[src/rtl/kernel_bram_ctrl.sv]
// Purpose: owns the single-port kernel-weight BRAM; bulk-loads all positions from a cfg stream, then serves conv reads.
// Latency: reads return rd_valid/rd_data exactly 1 cycle after rd_gnt; one word per cycle on back-to-back grants.
// Backpressure: cfg_ready only while loading; rd_req stalls (rd_gnt=0) outside READY and when load_start takes priority.
module kernel_bram_ctrl #(
    parameter int KERNEL_WEIGHT_BITS     = 6,
    parameter int KERNEL_SIZE            = 3,
    parameter int IN_CHANNELS            = 6,
    parameter int OUT_CHANNELS           = 6,
    parameter int DATA_WIDTH             = KERNEL_WEIGHT_BITS * OUT_CHANNELS,
    parameter int TOTAL_KERNEL_POSITIONS = IN_CHANNELS * KERNEL_SIZE * KERNEL_SIZE,
    parameter int ADDR_WIDTH             = $clog2(TOTAL_KERNEL_POSITIONS)
) (
    input  logic                  clk,
    input  logic                  rst_n,
    input  logic                  load_start,
    input  logic                  cfg_valid,
    output logic                  cfg_ready,
    input  logic [DATA_WIDTH-1:0] cfg_data,
    output logic                  loaded,
    output logic                  busy,
    input  logic                  rd_req,
    input  logic [ADDR_WIDTH-1:0] rd_addr,
    output logic                  rd_gnt,
    output logic                  rd_valid,
    output logic [DATA_WIDTH-1:0] rd_data,
    output logic                  bram_en,
    output logic                  bram_we,
    output logic [ADDR_WIDTH-1:0] bram_addr,
    output logic [DATA_WIDTH-1:0] bram_data_in,
    input  logic [DATA_WIDTH-1:0] bram_data_out
);

    localparam logic [ADDR_WIDTH-1:0] LAST_ADDR = ADDR_WIDTH'(TOTAL_KERNEL_POSITIONS - 1);

    typedef enum logic [1:0] {
        IDLE  = 2'd0,
        LOAD  = 2'd1,
        READY = 2'd2
    } state_t;

    state_t                state;
    logic [ADDR_WIDTH-1:0] wr_ptr;
    logic                  rd_pend;
    logic                  oob_q;
    logic                  wr_fire;
    logic                  rd_in_range;

    // BRAM port steering: a write only on a load handshake, a read only on an in-range grant; never both
    always_comb begin
        cfg_ready    = 1'b0;
        wr_fire      = 1'b0;
        rd_gnt       = 1'b0;
        rd_in_range  = 1'b0;
        bram_en      = 1'b0;
        bram_we      = 1'b0;
        bram_addr    = '0;
        bram_data_in = '0;

        cfg_ready   = (state == LOAD);
        wr_fire     = cfg_ready && cfg_valid;
        rd_gnt      = (state == READY) && rd_req && !load_start;
        rd_in_range = (32'(rd_addr) < 32'(TOTAL_KERNEL_POSITIONS));

        if (wr_fire) begin
            bram_en      = 1'b1;
            bram_we      = 1'b1;
            bram_addr    = wr_ptr;
            bram_data_in = cfg_data;
        end else if (rd_gnt && rd_in_range) begin
            bram_en   = 1'b1;
            bram_addr = rd_addr;
        end
    end

    // Read return: the BRAM word arrives the cycle after the grant; out-of-range grants return zero
    always_comb begin
        rd_valid = rd_pend;
        rd_data  = (rd_pend && !oob_q) ? bram_data_out : '0;
    end

    // Load sequencer and read pipeline; the read pipeline keeps running across load_start
    always_ff @(posedge clk or negedge rst_n) begin
        if (!rst_n) begin
            state   <= IDLE;
            wr_ptr  <= '0;
            loaded  <= 1'b0;
            busy    <= 1'b0;
            rd_pend <= 1'b0;
            oob_q   <= 1'b0;
        end else begin
            rd_pend <= rd_gnt;
            oob_q   <= rd_gnt && !rd_in_range;

            case (state)
                IDLE, READY: begin
                    if (load_start) begin
                        state  <= LOAD;
                        wr_ptr <= '0;
                        loaded <= 1'b0;
                        busy   <= 1'b1;
                    end
                end
                LOAD: begin
                    if (load_start) begin
                        // restart from the first address; earlier words are overwritten on the new pass
                        wr_ptr <= '0;
                    end else if (wr_fire) begin
                        if (wr_ptr == LAST_ADDR) begin
                            state  <= READY;
                            loaded <= 1'b1;
                            busy   <= 1'b0;
                        end else begin
                            wr_ptr <= wr_ptr + ADDR_WIDTH'(1);
                        end
                    end
                end
                default: begin
                    state <= IDLE;
                    busy  <= 1'b0;
                end
            endcase
        end
    end

endmodule

[config.mk]
export PLATFORM = sky130hd
export DESIGN_NAME = kernel_bram_ctrl
export DESIGN_NICKNAME = d
export VERILOG_FILES = /design/src/rtl/kernel_bram_ctrl.sv
export SDC_FILE = /design/constraint.sdc
export NUM_CORES = 1
export LEC_CHECK = 0
export CORE_UTILIZATION = 23
export DETAILED_ROUTE_END_ITERATION = 8
export GPL_ROUTABILITY_DRIVEN = 0
export GPL_TIMING_DRIVEN = 0
export HOLD_SLACK_MARGIN = 0.1
export PLACE_DENSITY = 0.88
export SKIP_LAST_GASP = 1
export SYNTH_ARGS = -nofsm -noshare
export SYNTH_HDL_FRONTEND = slang
export SYNTH_SLANG_ARGS = --single-unit
[constraint.sdc]
create_clock -name clk -period 1.7 [get_ports clk]
set_input_delay 0.34 -clock clk [delete_from_list [all_inputs] [get_ports clk]]
set_output_delay 0.34 -clock clk [all_outputs]
set_load 0.01 [all_outputs]
==> results.json <==
{
  "status": "finished with violations",
  "violations": "setup timing",
  "synth_xor_area_share_pct": 0,
  "dp_hpwl_mm": 4.73,
  "synthAdderAreaFrac_pct": 2.01,
  "nFillCells": 435,
  "finalSetupViolCount": 64,
  "die_w_um": 75.5,
  "min_path_type": "in2async",
  "antenna_found_initial": 0,
  "power.total_mw": 1.08,
  "dp_worst_setup_slack_ns": -0.887,
  "fin_tns_setup_ns": -9.50,
  "synth_top_cell_by_area": "dfrtp_1",
  "rsz0062_at_grt": "true",
  "ys_seq_area_share_pct": 24.2,
  "drive_gt1_share_pct": 49.9,
  "placementRows": 26,
  "power.density_cell_area_nw_per_um2": 313,
  "cts_buffer_depth": 2,
  "utilization_pct": 66.9,
  "vdd_drop_max_mv": 0.297,
  "ys_async_sr_fraction_pct": 100,
  "grt_overflow": 0,
  "cpLargestDelayFamily": "buffers and inverters",
  "synth_area_per_cell_um2": 7.77,
  "antenna_cells": 0,
  "port_buffers": 167,
  "dieArea_um2": 5700,
  "holdWs_ns": 0.459,
  "core-area_um2": 5140,
  "r2r-end": "wr_ptr[4]",
  "drc": 0,
  "postSynthCellCount": 160,
  "cp-start-kind": "flop",
  "ys_ff_latch": 12,
  "nets": 448,
  "hold_viol": 0,
  "min_period_ns": 1.98,
  "path_class": "reg2out",
  "start_util_pct": 24.2,
  "final_cell_mix": "80 x clkdlybuf4s50_1, 43 x buf_6, 36 x and2_1",
  "synth_area_leaders": "dfrtp_1 24%, and2_1 20%, and3_1 18%",
  "cpPeakStageDelay_ns": 0.40,
  "synth_top_family_by_area": "simple AND/OR/NAND/NOR gates",
  "stdcell_count": 431,
  "critPathMostFrequentCell": "buf_4",
  "cp.required_ns": 1.36,
  "path_clk_slew_ns": 0.05,
  "clk_root_buffer_cell": "clkbuf_8",
  "critPathSlowestCell": "dfrtp_1",
  "numClockSinks": 12,
  "grt_max_degree": 13,
  "reg2reg_slack_ns": -0.22,
  "drt-wirelength-per-cell_um": 16.2,
  "max_freq_mhz": 506,
  "cts_buffers": 3,
  "num_vias": 2007,
  "synth_edf_count": 0,
  "slew_headroom_pct": 58.3,
  "dpl-instance-area_um2": 3020,
  "worst_setup_path_end_kind": "primary output",
  "cts_tree": "done",
  "dp_cells": 397,
  "ant_nets": 0,
  "fp.dieH_um": 75.5,
  "fin_worst_skew_ns": 0.00373,
  "fin_ws_ns": -0.278,
  "area_growth_pct": 177,
  "regToRegStartpoint": "state[0]",
  "path_cells": "buf_4 > nor2b_4 > buf_8 > clkbuf_8 > buf_4 > and3_4 > buf_6",
  "cts_hold_buf": 0,
  "final_area_um2": 3440,
  "grt_pass1_vias": 1934,
  "synth-compound-area-share_pct": 15.6,
  "yosysWarnings": 0,
  "synth-simple-area-share_pct": 51.4,
  "cts_htree_levels": 1,
  "insertion_delay_ns": 0.25,
  "grtUsageTotal_pct": 21.9,
  "totalWireLength_mm": 7.00,
  "fin_crit_sh_pct": 116,
  "synth_cell_types": 32,
  "cp.arrival_ns": 1.64,
  "viasPerCell": 4.66,
  "max_cap_viol_count": 0,
  "finalMaxSlewViolations": 0,
  "syn-num-nets": 245,
  "first_pass_iters": 4,
  "power_leakage_nw": 1.69,
  "cp_max_fo": 7,
  "layout.cells.most_common": "clkdlybuf4s50_1",
  "grt_pass1_wl_mm": 9.40,
  "synthMuxAreaShare_pct": 0,
  "worstMarginPinSlew_ns": 0.622,
  "synth_top_area_share_pct": 24.2,
  "ios": 168,
  "drt-initial-drc-count": 40,
  "syn_area_um2": 1240,
  "crit_buf_inv": 5,
  "synth_top_flop_cell": "dfrtp_1",
  "reg2reg_depth": 5
}
==> power by group <==
| part | switching (mW) | internal (mW) | total, mW | leakage (nW) |
|---|---|---|---|---|
| sequential | 0.00589 | 0.295 | 0.301 | 0.153 |
| combinational | 0.169 | 0.340 | 0.508 | 1.52 |
| clock | 0.110 | 0.157 | 0.267 | 0.0216 |
==> cell type report <==
| class | instances | area, um^2 | area share, % |
|---|---|---|---|
| repair buffers | 201 | 1800 | 52.2 |
| multi-input cells | 133 | 1080 | 31.3 |
| flip-flops and latches | 12 | 302 | 8.77 |
| plain buffers | 11 | 133 | 3.86 |
| well taps | 70 | 87.6 | 2.55 |
| clock buffers | 3 | 41.3 | 1.20 |
| inverters | 1 | 3.75 | 0.109 |
==> registers in the layout, indices dropped and copies added, names as in the netlist <==
register	cells
state	2
loaded	1
oob_q	1
wr_ptr	6
rd_valid	1
busy	1
==> how the worst max path moves through the flow <==
| stage | start | end | slack (ns) | cells after the start |
|---|---|---|---|---|
| 4_1_cts | state[0] | bram_addr[4] | -0.31 | 7 |
| 2_1_floorplan | wr_ptr[0] | wr_ptr[3] | 0.001 | 6 |
| 3_3_place_gp | cfg_valid | bram_data_in[27] | -0.85 | 5 |
| 6_report | state[0] | bram_data_in[23] | -0.28 | 7 |
| 3_5_place_dp | cfg_valid | bram_data_in[19] | -0.89 | 5 |
| 5_1_grt | state[0] | bram_addr[4] | -0.36 | 6 |
==> Yosys cell counts, drive strengths merged, types with 2 or more instances <==
library cell  count
and3             37
o31ai             7
nand2b            3
dfrtp            12
nor2              2
ha                2
o21ai             6
nor2b             3
a21oi             8
and2             40
a22o              6
nand4             3
clkbuf           12
buf               3
nand2             5
==> cell families after synthesis <==
family | Yosys count
AO/OA/AOI/OAI | 29
buffers and inverters | 16
AND/OR/NAND/NOR | 101
adder cells (fa/ha/maj) | 2
flip-flops | 12
==> routing by layer <==
| metal | share of wire, % | GRT usage (%) | vias to the layer above |
|---|---|---|---|
| met5 | 0 | 0 | - |
| met4 | 2.2 | 7.61 | 0 |
| met3 | 8.5 | 5.69 | 15 |
| met2 | 57 | 43.7 | 90 |
| met1 | 33 | 21.5 | 924 |
| li1 | - | - | 978 |
==> what timing repair did <==
action,in CTS,in global routing
gates cloned,3,4
buffers inserted,21,7
gates resized for setup,328,97
endpoints found under the setup margin,87,87
pin swaps,20,6
Power figures use the tool's default switching activity.
